===== src/rtl/alu_shift_sequencer.sv =====
// Multi-bit shift/rotate sequencer: iterates the single-bit combinational alu once per clock,
// feeding alu_r back into an accumulator until the masked count is exhausted.
module alu_shift_sequencer #(
    parameter int unsigned COUNT_BITS = 5
) (
    input  logic        clk,
    input  logic        reset,
    input  logic        start,
    input  logic [3:0]  op,
    input  logic [15:0] operand,
    input  logic [7:0]  count,
    input  logic        cf_in,
    output logic        ready,
    output logic        busy,
    output logic        done,
    output logic [15:0] result,
    output logic        cf_out,
    output logic        err,
    output logic [3:0]  alu_op,
    output logic [15:0] alu_a,
    output logic [15:0] alu_b,
    input  logic [15:0] alu_r
);

    localparam logic [3:0] OpShl = 4'd2;
    localparam logic [3:0] OpShr = 4'd3;
    localparam logic [3:0] OpRol = 4'd4;
    localparam logic [3:0] OpRor = 4'd5;

    typedef enum logic [1:0] {StIdle, StRun, StDone} state_t;

    state_t                state_q, state_d;
    logic [15:0]           acc_q, acc_d;
    logic [3:0]            op_q, op_d;
    logic [COUNT_BITS-1:0] cnt_q, cnt_d;
    logic [15:0]           result_q, result_d;
    logic                  cf_q, cf_d;
    logic                  err_q, err_d;

    logic [COUNT_BITS-1:0] count_masked;
    logic                  op_valid;
    logic                  shifts_left;

    assign count_masked = count[COUNT_BITS-1:0];
    assign op_valid     = (op == OpShl) || (op == OpShr) || (op == OpRol) || (op == OpRor);
    // Left-moving ops lose the MSB; right-moving ops lose the LSB.
    assign shifts_left  = (op_q == OpShl) || (op_q == OpRol);

    always_comb begin
        state_d  = state_q;
        acc_d    = acc_q;
        op_d     = op_q;
        cnt_d    = cnt_q;
        result_d = result_q;
        cf_d     = cf_q;
        err_d    = err_q;

        case (state_q)
            StIdle, StDone: begin
                if (start) begin
                    acc_d = operand;
                    op_d  = op;
                    cnt_d = count_masked;
                    if (!op_valid) begin
                        state_d  = StDone;
                        result_d = operand;
                        cf_d     = cf_in;
                        err_d    = 1'b1;
                    end else if (count_masked == '0) begin
                        state_d  = StDone;
                        result_d = operand;
                        cf_d     = cf_in;
                        err_d    = 1'b0;
                    end else begin
                        state_d = StRun;
                        err_d   = 1'b0;
                    end
                end else if (state_q == StDone) begin
                    state_d = StIdle;
                end
            end
            StRun: begin
                acc_d = alu_r;
                cnt_d = cnt_q - 1'b1;
                if (cnt_q == COUNT_BITS'(1)) begin
                    result_d = alu_r;
                    cf_d     = shifts_left ? acc_q[15] : acc_q[0];
                    state_d  = StDone;
                end
            end
            default: state_d = StIdle;
        endcase
    end

    always_ff @(posedge clk) begin
        if (reset) begin
            state_q  <= StIdle;
            acc_q    <= '0;
            op_q     <= '0;
            cnt_q    <= '0;
            result_q <= '0;
            cf_q     <= 1'b0;
            err_q    <= 1'b0;
        end else begin
            state_q  <= state_d;
            acc_q    <= acc_d;
            op_q     <= op_d;
            cnt_q    <= cnt_d;
            result_q <= result_d;
            cf_q     <= cf_d;
            err_q    <= err_d;
        end
    end

    assign ready  = (state_q != StRun);
    assign busy   = (state_q == StRun);
    assign done   = (state_q == StDone);
    assign result = result_q;
    assign cf_out = cf_q;
    assign err    = err_q;
    assign alu_op = (state_q == StRun) ? op_q : 4'd0;
    assign alu_a  = acc_q;
    assign alu_b  = 16'h0000;

endmodule


===== config.mk =====
export PLATFORM = sky130hd
export DESIGN_NAME = alu_shift_sequencer
export DESIGN_NICKNAME = d
export VERILOG_FILES = /design/src/rtl/alu_shift_sequencer.sv
export SDC_FILE = /design/constraint.sdc
export NUM_CORES = 1
export LEC_CHECK = 0
export CORE_MARGIN = 3
export CORE_UTILIZATION = 42
export CTS_CLUSTER_SIZE = 24
export DETAILED_ROUTE_END_ITERATION = 16
export PLACE_DENSITY_LB_ADDON = 0.2
export SLEW_MARGIN = 20
export SYNTH_ARGS = -nofsm -noshare
export SYNTH_HDL_FRONTEND = slang
export SYNTH_SLANG_ARGS = --single-unit

===== constraint.sdc =====
create_clock -name clk -period 1.9 [get_ports clk]
set_clock_uncertainty 0.1 [all_clocks]
set_input_delay 0.475 -clock clk [delete_from_list [all_inputs] [get_ports clk]]
set_output_delay 0.475 -clock clk [all_outputs]
set_load 0.02 [all_outputs]

**Yosys cells after proc, flatten, opt, wreduce, memory -nomap -nowiden**

Cells that the tools add are included.

- $add $sub $neg: 1
- Equality and inequality tests: 14
- Multiplexer cells: 23
- Reductions and logical operators: 12

Operator list:

| kind | number |
|---|---|
| two-way mux 16 bit | 5 |
| case mux 16 bit (2 select lines) | 2 |
| equality test 4 x 2 -> 1 bit, second input constant | 3 |
| equality test 4 x 3 -> 1 bit, second input constant | 3 |
| two-way mux 2 bit | 5 |
| case mux 5 bit (2 select lines) | 1 |
| two-way mux 1 bit | 6 |
| != test 3 bit, second input constant | 2 |
| AND reduction 2 bit | 3 |
| equality test 5 x 1 -> 1 bit, second input constant | 1 |
| zero test 5 bit | 1 |
| two-way mux 5 bit | 1 |
| subtractor 5 x 1 -> 5 bit, second input constant | 1 |
| logical OR 1 bit | 4 |
| two-way mux 4 bit | 1 |
| != test 2 x 1 -> 1 bit, second input constant | 2 |
| case mux 2 bit (2 select lines) | 1 |
| AND reduction 4 bit | 1 |
| equality test 2 x 1 -> 1 bit, second input constant | 1 |
| equality test 2 bit, second input constant | 1 |
| zero test 2 bit | 1 |
| != test 2 bit, second input constant | 1 |
| case mux 1 bit (2 select lines) | 1 |
| nonzero test 2 bit | 1 |
| OR reduction 2 bit | 1 |

- Bits in registers: 45
- Input port bits: 48
- Output and inout bits: 57
- Word-level logic and storage cells: 57

**Logic depth before layout (Yosys ltp)**

- Depth after elaboration: 7
- Mapped depth: 8
- Depth with buffers taken out: 6

**Worst setup path after synthesis**

Ideal clock, no wire load.

- Path type: flip-flop to output port
- From: reg state_q[0]
- To: out ready
- Arrival: 1224 ps
- Required time: 1325 ps
- Slack: 101 ps
- Cell stages (with the launch flop): 5
- Path buffers: 3
- Path through: dfxtp_1 nand2b_1 buf_6 clkbuf_1 clkbuf_1

- Longest elaborated chain between the ends: 1

Ends and longest elaborated chain:

| item | line | RTL |
|---|---|---|
| from (decl) | 32 | `state_t state_q, state_d;` |
| from (signal assigned) | 97 | `state_q <= StIdle;` |
| from (signal assigned) | 105 | `state_q <= state_d;` |
| != test 2 x 1 -> 1 bit | 115 | `assign ready = (state_q != StRun);` |
| to (decl) | 13 | `output logic ready,` |

Every way passes these cells.

**Final worst setup path**

- From: in count[1]
- To: reg result_q[7], in the netlist result[7]

- Longest elaborated chain between the ends: 3

Ends and longest elaborated chain:

| item | line | RTL |
|---|---|---|
| from (decl) | 11 | `input logic [7:0] count,` |
| zero test 5 bit | 69 | `end else if (count_masked == '0) begin` |
| != test 3 bit (no source line) | n/a |  |
| AND reduction 4 bit (no source line) | n/a |  |
| to (signal assigned) | 109 | `result_q <= result_d;` |
| to (decl) | 36 | `logic [15:0] result_q, result_d;` |

Every way passes these cells.
A chain may end at the register's enable or synchronous reset.

==> impl_metrics.ini <==
[run]
max_cap_viol_count = 0

[clock_tree]
tritoncts = done
insertion_delay_ps = 290
cts_buffer_depth = 2
root_buffer = clkbuf_8
ctsHtreeMaxLevel = 2
path_clk_slew_ps = 90
cts_made_buffers = 5
cts_num_sinks = 45

[die]
fp.dieArea_mm2 = 0.00661
rows = 26
die_width_um = 81.3
core_mm2 = 0.00530
pin_count = 105
die_h_um = 81.3
start_util = 0.449

[worst_setup_path]
cpPeakStageDelay_ps = 470
rrSetupSlack_ps = 120
crit_fanout = 17
crit_required_ps = 1970
cp_cell_sequence = clkdlybuf4s50_1, nor3_4, a32oi_4, buf_12, a221oi_1, a211oi_2
path_buf_inv = 2
startpoint_type = input port
cp_slowest_cell = clkdlybuf4s50_1
critPathTopFamily = buffers and inverters
end_kind = flip-flop
crit_arrival_ps = 1940
path_class = input port to flip-flop

[placed_design]
port_buffers = 85
place_area_mm2 = 0.00335
gp_congestion = 0.842
place_hpwl_um = 4870

[layout]
fill_cells = 467
n_antenna_cell = 0
final_area_mm2 = 0.00347
final_util = 0.654
drive_above_1_share = 0.169
nets = 427
syn2layout_area_growth_pct = 45.5

[timing]
post-route-min-period_ps = 1870
max_freq_mhz = 536
worstMarginPinSlew_ps = 579
slew_headroom = 0.614
drv_slew = 0
setup_violations = 0
min_period_over_period = 0.982
hold_viol_final = 0

[status]
status = completed

[global_routing]
antenna_found_initial = 0
grt_max_degree = 59
grt_pass1_vias = 2209
overflow = 0
groute.usage.overall = 0.201
grt_pass1_wl_um = 10400

[synthesis]
postSynthCellCount = 283
synth_area_leaders = dfxtp_1 (38%), a221oi_1 (6.6%), nand2_1 (6.5%)
ys_ff_latch = 45
yosysTopAreaCell = dfxtp_1
yosysSeqAreaShare = 0.378
synth_top_area_share = 0.378
syn_area_mm2 = 0.00238
synth_area_per_cell_um2 = 8.42
synth_cell_type_count = 35
ys_warn_count = 0

[detailed_routing]
ant_nets = 0
routedWlPerCell_um = 14.9
routed_via_density = 5.20
first_iter_violations = 110
vias = 2330
route.detailed.drc = 0
drt-total-wl_um = 6690
dr.pass1.iters = 5

[hold_path]
hold_path.class = flip-flop to flip-flop

[power_and_ir_drop]
p_leak_nw = 1.38
powerDensity_mw_per_mm2 = 704
finalPower_mw = 2.44
ir_drop_mv = 0.517
tightest hold or removal path: stages (launching register included):
cell      delay (ps)
dfxtp_1          320
inv_1             50
a211oi_1          50
power by group:
part	total [mW]	internal (mW)	leakage [nW]	switching, mW
Sequential	1.09	1.03	0.372	0.0582
Combinational	0.765	0.369	0.965	0.395
Clock	0.588	0.254	0.0439	0.333
logic make-up after synthesis:
kind of cell,after synthesis,synth area share
buffers and inverters,58,0.130
XOR/XNOR,2,0.00735
flip-flops,45,0.378
AND/OR/NAND/NOR,104,0.212
adder cells (fa/ha/maj),2,0.0105
AO/OA/AOI/OAI,71,0.261
other,1,0.00157
timing repair:
item | in CTS | in global routing
gates resized for setup | 20 | 11
endpoints found under the setup margin | 7 | 21
hold buffers | 0 | 0
pin swaps | 0 | 0
buffers inserted | 0 | 1
routing by layer:
layer  GRT usage  up-vias  part of all wire
li1            -     1150                 -
met1       0.256     1093              0.43
met2       0.342       79              0.50
met3      0.0388        8             0.059
met4      0.0625        0            0.0097
met5           0        -                 0
final cells by class:
type | count | area [um2] | area share
Inverter | 19 | 73.8 | 0.0213
Multi-Input combinational cell | 195 | 1270 | 0.368
Clock buffer | 5 | 68.8 | 0.0198
Clock inverter | 3 | 17.5 | 0.00505
Tap cell | 70 | 87.6 | 0.0253
Sequential cell | 45 | 901 | 0.260
Timing Repair Buffer | 111 | 1040 | 0.301
registers in the layout, summed over array words and instances (netlist names):
signal,count
state_q,2
result,16
op_q,4
cf_out,1
alu_a,16
err,1
cnt_q,5
per-stage QoR:
stage	TNS [ps]	hold slack (ps)	std cells	worst slack (ps)
6_report	0	365	448	33.7
5_1_grt	-2.38	388	448	-2.38
4_1_cts	0	366	447	1.07
3_5_place_dp	-5410	352	439	-316
3_3_place_gp	-4730	349	439	-264
2_1_floorplan	0	357	298	101
cell usage after synthesis:
master and count:
inv_1 18, o311ai_0 1, a32oi_4 1, nor2_1 29
clkbuf_1 15, nand4b_1 1, and2_4 1, nor2b_1 1
o21ai_0 2, inv_4 1, nor2b_4 1, nor3_2 1
nor4b_4 1, buf_1 1, o31a_1 1, buf_4 17
nand2_1 41, a21oi_1 11, ha_1 2, o41ai_2 1
a22oi_1 1, nor4_1 1, xnor2_1 2, nand2b_1 3
and2_1 20, a221oi_1 18, a211oi_1 9, buf_2 3
a211oi_2 9, a311oi_1 16, conb_1 1, nor3_1 4
dfxtp_1 45, o21ai_2 1, buf_6 3
path summary, 6_finish.rpt:
check / startpoint / to / cells after the start
worst max-delay path: count[1] / result[7] / 6
worst min-delay path: result[0] / result[0] / 2
worst max register to register: cnt_q[0] / result[7] / 6
worst min register to register: result[0] / result[0] / 2
cell usage in the layout, fill, tap and decap left out, types with 2 or more instances in the layout:
cell type        netlist  final
buf_4                 17     24
dlygate4sd2_1          0      2
a311oi_1              16     16
a211oi_2               9      9
a211oi_1               9      9
nand2_1               41     41
a221oi_2               0      5
buf_2                  3      6
nand2b_1               3      2
a221oi_1              18     13
dfxtp_1               45     45
dlymetal6s2s_1         0      2
clkdlybuf4s50_1        0     75
and2_1                20     20
o21ai_0                2      2
conb_1                 1     16
inv_1                 18     18
a21oi_1               11     11
nor2_1                29     29
ha_1                   2      2
clkinv_2               0      2
nor3_1                 4      4
buf_12                 0      2
clkbuf_8               0      5
No activity file was read; power rests on OpenSTA's default activity.
==> edit 1 (same settings) <==
Register the output `err` once more, with the module's reset; this adds one clock of latency there. The other outputs are not delayed to match.
--- a/src/rtl/alu_shift_sequencer.sv
+++ b/src/rtl/alu_shift_sequencer.sv
@@ -119,3 +119,9 @@
     assign cf_out = cf_q;
-    assign err    = err_q;
+    always_ff @(posedge clk) begin
+        if (reset) begin
+            err <= '0;
+        end else begin
+            err <= err_q;
+        end
+    end
     assign alu_op = (state_q == StRun) ? op_q : 4'd0;
Behaviour: not the same (a bounded check fails within 4 cycles, from zero or initial values and one cycle with reset high).
==> edit 1 against the unedited design <==
- area after synthesis is 1.1% higher
- final area is 1.1% higher
- sequential cell count is 1 higher
- power is 5.8% higher
- die area is 1.0% higher
- setup slack better by 0.027 ns
- routed wire length is 2.0% lower
- non-clock buffer count is 6 lower
- highest routed layer unchanged
==> edit 1: results (changes against the unedited design) <==
Place
  – Dpl ws: -0.327 ns (was -0.316 ns)
  – HPWL after DPL: 4680 um (was 4870 um)
  – GPL Wtd Cong: 0.785 (was 0.842)

Status
  – Status: complete, no violations (unchanged)

GRT
  – First-pass GRT wire length: 10300 um (was 10400 um)
  – M2 GR Usage: 31.8% (was 34.2%)
  – Vias in the first global route: 2122 (was 2209)
  – Gr usage total: 19.7% (was 20.1%)
  – Global Route met3 Usage: 4.28% (was 3.88%)
  – Global Route met1 Usage: 26.5% (was 25.6%)

Drt
  – Vias per cell: 5.20 (about the same)
  – M1 WL: 2930 um (was 2880 um)
  – DRT iter0 DRCs: 94 (was 110)
  – WL met2: 3060 um (was 3340 um)
  – 1st-pass router iterations: 4 (was 5)
  – Wirelength per Cell: 14.8 um (was 14.9 um)

Pwr
  – Maximum vdd drop: 0.326 mV (was 0.517 mV)

Synth
  – Sequential cell area fraction in the yosys report: 38.2% (was 37.8%)
  – Cells after synthesis: 285 (was 283)
  – Synth area leaders: dfxtp_1, a221oi_1, nand2_1 (unchanged)

Layout
  – FILL cells: 468 (was 467)
  – Post-route insts no fill: 444 (was 448)
  – Fin nets: 423 (was 427)
  – Layout cells sized above 1: 16.3% (was 16.9%)

Critical path
  – CP max FO: 18 (was 17)
  – Worst EP arrival: 1.91 ns (was 1.94 ns)
-- edit 1: cell families after synthesis --
family | share of synthesized area [%]
xor+xnor | 0.727
buf+inv | 12.9
other cells | 0.156
fa+ha+maj | 1.04
simple gates | 21.2
compound gates | 25.8
flops | 38.2
-- edit 1: report_power, final --
group	switching (mW)	internal (mW)	leakage (nW)
Sequential	0.0557	1.05	0.380
Combinational	0.392	0.363	0.955
Clock	0.331	0.387	0.0579
-- edit 1: worst paths after layout --
kind              start         to  slack [ns]  cells after the start
min           result[4]  result[4]        0.36                      2
max reg2reg  state_q[1]  result[1]        0.13                      6
max            count[1]  result[1]        0.06                      5
min reg2reg   result[4]  result[4]        0.36                      2
-- edit 1: per-stage QoR --
stage                     cell area, um^2  hold slack, ns  TNS [ns]
after floorplan                      2460           0.332         0
after global placement               3350           0.342     -4.87
after detailed placement             3350           0.346     -5.52
after CTS                            3470           0.362         0
after global routing                 3510           0.388         0
final                                3510           0.358         0
-- edit 1: timing repair --
| item | 4_1_cts | 5_1_grt |
|---|---|---|
| pin swaps | 0 | 1 |
| resized for setup | 17 | 20 |
| setup buffers | 0 | 0 |
| setup endpoints to repair | 12 | 23 |
-- edit 1: worst max-delay path, cell delays in order --
cell,delay (ns)
clkdlybuf4s50_1,0.55
nor3_4,0.07
a32oi_4,0.30
and2_4,0.38
a211oi_1,0.14
-- edit 1: area by class of cell --
type / instances / share of cell area (%)
sequential: 46 / 26.3
multi-input combinational: 196 / 36.9
clock inverter: 3 / 1.14
inverter: 19 / 2.11
tap: 70 / 2.50
timing repair buffer: 105 / 29.1
clock buffer: 5 / 1.96
==> edit 2 (same flow settings) <==
Made on the original files. `COUNT_BITS`: 5 -> 4.
--- a/src/rtl/alu_shift_sequencer.sv
+++ b/src/rtl/alu_shift_sequencer.sv
@@ -3,3 +3,3 @@
 module alu_shift_sequencer #(
-    parameter int unsigned COUNT_BITS = 5
+    parameter int unsigned COUNT_BITS = 4
 ) (
Function: changed (a bounded check fails within 4 cycles, from zero or initial values and one cycle with reset high).
==> edit 2 against the unedited design <==
- sequential share of layout area up 0.13 points
- final area down 2.4%
- combinational power down 0.8%
- sequential cell count down 1
- area after synthesis down 5.5%
- routed wire length down 1.4%
- utilization up 0.44 points
- setup slack better by 0.035 ns
- power down 0.85%
==> edit 2: results (changes against the unedited design) <==
Status
  – Status: complete, no violations (unchanged)

Critical path
  – RR Endpoint: state_q[1] (was result[7])
  – Register-to-register setup slack: 0.08 ns (was 0.12 ns)
  – Critical path's largest stage delay: 0.62 ns (was 0.47 ns)
  – Crit path to: result[6] (was result[7])
  – Cell count of the worst reg-to-reg path: 8 (was 6)
  – Reg2reg start: cnt_q[1] (was cnt_q[0])
  – CP startpoint: result[6] (was count[1])
  – Worst EP arrival: 1.26 ns (was 1.94 ns)
  – CP max FO: 2 (was 17)

Drt
  – DRT iter0 DRCs: 94 (was 110)
  – DRC: 0 (unchanged)
  – 1st-pass router iterations: 4 (was 5)
  – Wirelength per Cell: 14.7 um (was 14.9 um)
  – Vias per cell: 5.19 (was 5.20)

Synth
  – Sequential cell area fraction in the yosys report: 39.1% (was 37.8%)
  – Top cells by count, synth: nand2_1, dfxtp_1, nor2_1 (was dfxtp_1, nand2_1, nor2_1)
  – Post-synthesis cell type count: 35 (unchanged)
  – Synth area leaders: dfxtp_1, nand2_1, a311oi_1 (was dfxtp_1, a221oi_1, nand2_1)
  – Synth async-reset ratio: 0% (unchanged)

GRT
  – Largest net degree at the start of global routing: 28 (was 59)
  – Vias in the first global route: 2208 (was 2209)
  – Gr usage total: 21.1% (was 20.1%)
  – First-pass GRT wire length: 10600 um (was 10400 um)

Place
  – HPWL after DPL: 4790 um (was 4870 um)
  – Placed cell area: 3220 um^2 (was 3350 um^2)
  – PortBufs: 84 (was 85)

Pwr
  – Leak Pwr: 1.39 nW (was 1.38 nW)
  – Maximum vdd drop: 0.339 mV (was 0.517 mV)

Layout
  – Layout cells sized above 1: 19.6% (was 16.9%)
edit 2: cell count changes in the layout (fill, tap and decap cells not counted), moves of 6 or more:
| cell | before | now |
|---|---|---|
| nor3_1 | 4 | 18 |
| a211oi_2 | 9 | 0 |
| nor2_1 | 29 | 23 |
| a311oi_2 | 0 | 9 |
| and2_1 | 20 | 0 |
| a221oi_1 | 13 | 0 |
| nand2_1 | 41 | 75 |
| a311oi_1 | 16 | 22 |
| a211oi_1 | 9 | 1 |
| clkdlybuf4s50_1 | 75 | 67 |
| inv_1 | 18 | 2 |
edit 2: final cells by class:
| type | instances | area [um^2] |
|---|---|---|
| Clock buffer | 6 | 82.6 |
| Tap cell | 70 | 87.6 |
| Inverter | 3 | 16.3 |
| Fill cell | 474 | 1760 |
| Multi-Input combinational cell | 207 | 1210 |
| Clock inverter | 2 | 10.0 |
| Timing Repair Buffer | 116 | 1090 |
| Sequential cell | 44 | 883 |
edit 2: how the worst min path moves through the flow:
| stage | from | end | slack (ns) | cells after the start |
|---|---|---|---|---|
| finish | err | err | 0.38 | 2 |
| floorplan | op_q[1] | op_q[1] | 0.36 | 2 |
| CTS | err | err | 0.38 | 2 |
| global route | err | err | 0.40 | 2 |
| global placement | err | err | 0.35 | 2 |
| detailed placement | err | err | 0.36 | 2 |
edit 2: logic make-up (layout without fill, tap and decap cells):
logic type      Yosys count  after routing  synth area share, %
simple gates            134            134                 25.8
compound gates           53             53                 21.3
flops                    44             44                 39.1
buf+inv                  43            127                 11.8
fa+ha+maj                 2              2                 1.11
xor+xnor                  2              2                0.778
other cells               1             16                0.167
edit 2: through the flow:
step	hold slack, ns	power, mW	setup WS, ns	instances
floorplan	0.357	1.50	0.00725	294
global placement	0.353	1.82	-0.419	438
detailed placement	0.358	1.83	-0.477	438
CTS	0.376	2.43	0.00147	447
global route	0.401	2.55	-0.0161	448
finish	0.376	2.42	0.0687	448
edit 2: layer usage:
| layer | global-route usage [%] | wire length (um) | share of wire (%) |
|---|---|---|---|
| met1 | 25.7 | 2770 | 42 |
| met2 | 35.9 | 3250 | 49 |
| met3 | 5.22 | 448 | 6.8 |
| met4 | 7.56 | 119 | 1.8 |
| met5 | 0 | 0 | 0 |
edit 2: repair_timing:
action,4_1_cts,5_1_grt
cloned,0,1
pin swaps,2,7
buffers inserted,1,0
hold buffers,0,0
endpoints found under the setup margin,25,20
resized for setup,40,14
edit 2: report_power, final:
| part | switching, mW | internal, mW |
|---|---|---|
| sequential | 0.0512 | 1.01 |
| combinational | 0.391 | 0.368 |
| clock | 0.312 | 0.291 |
| total | 0.754 | 1.67 |
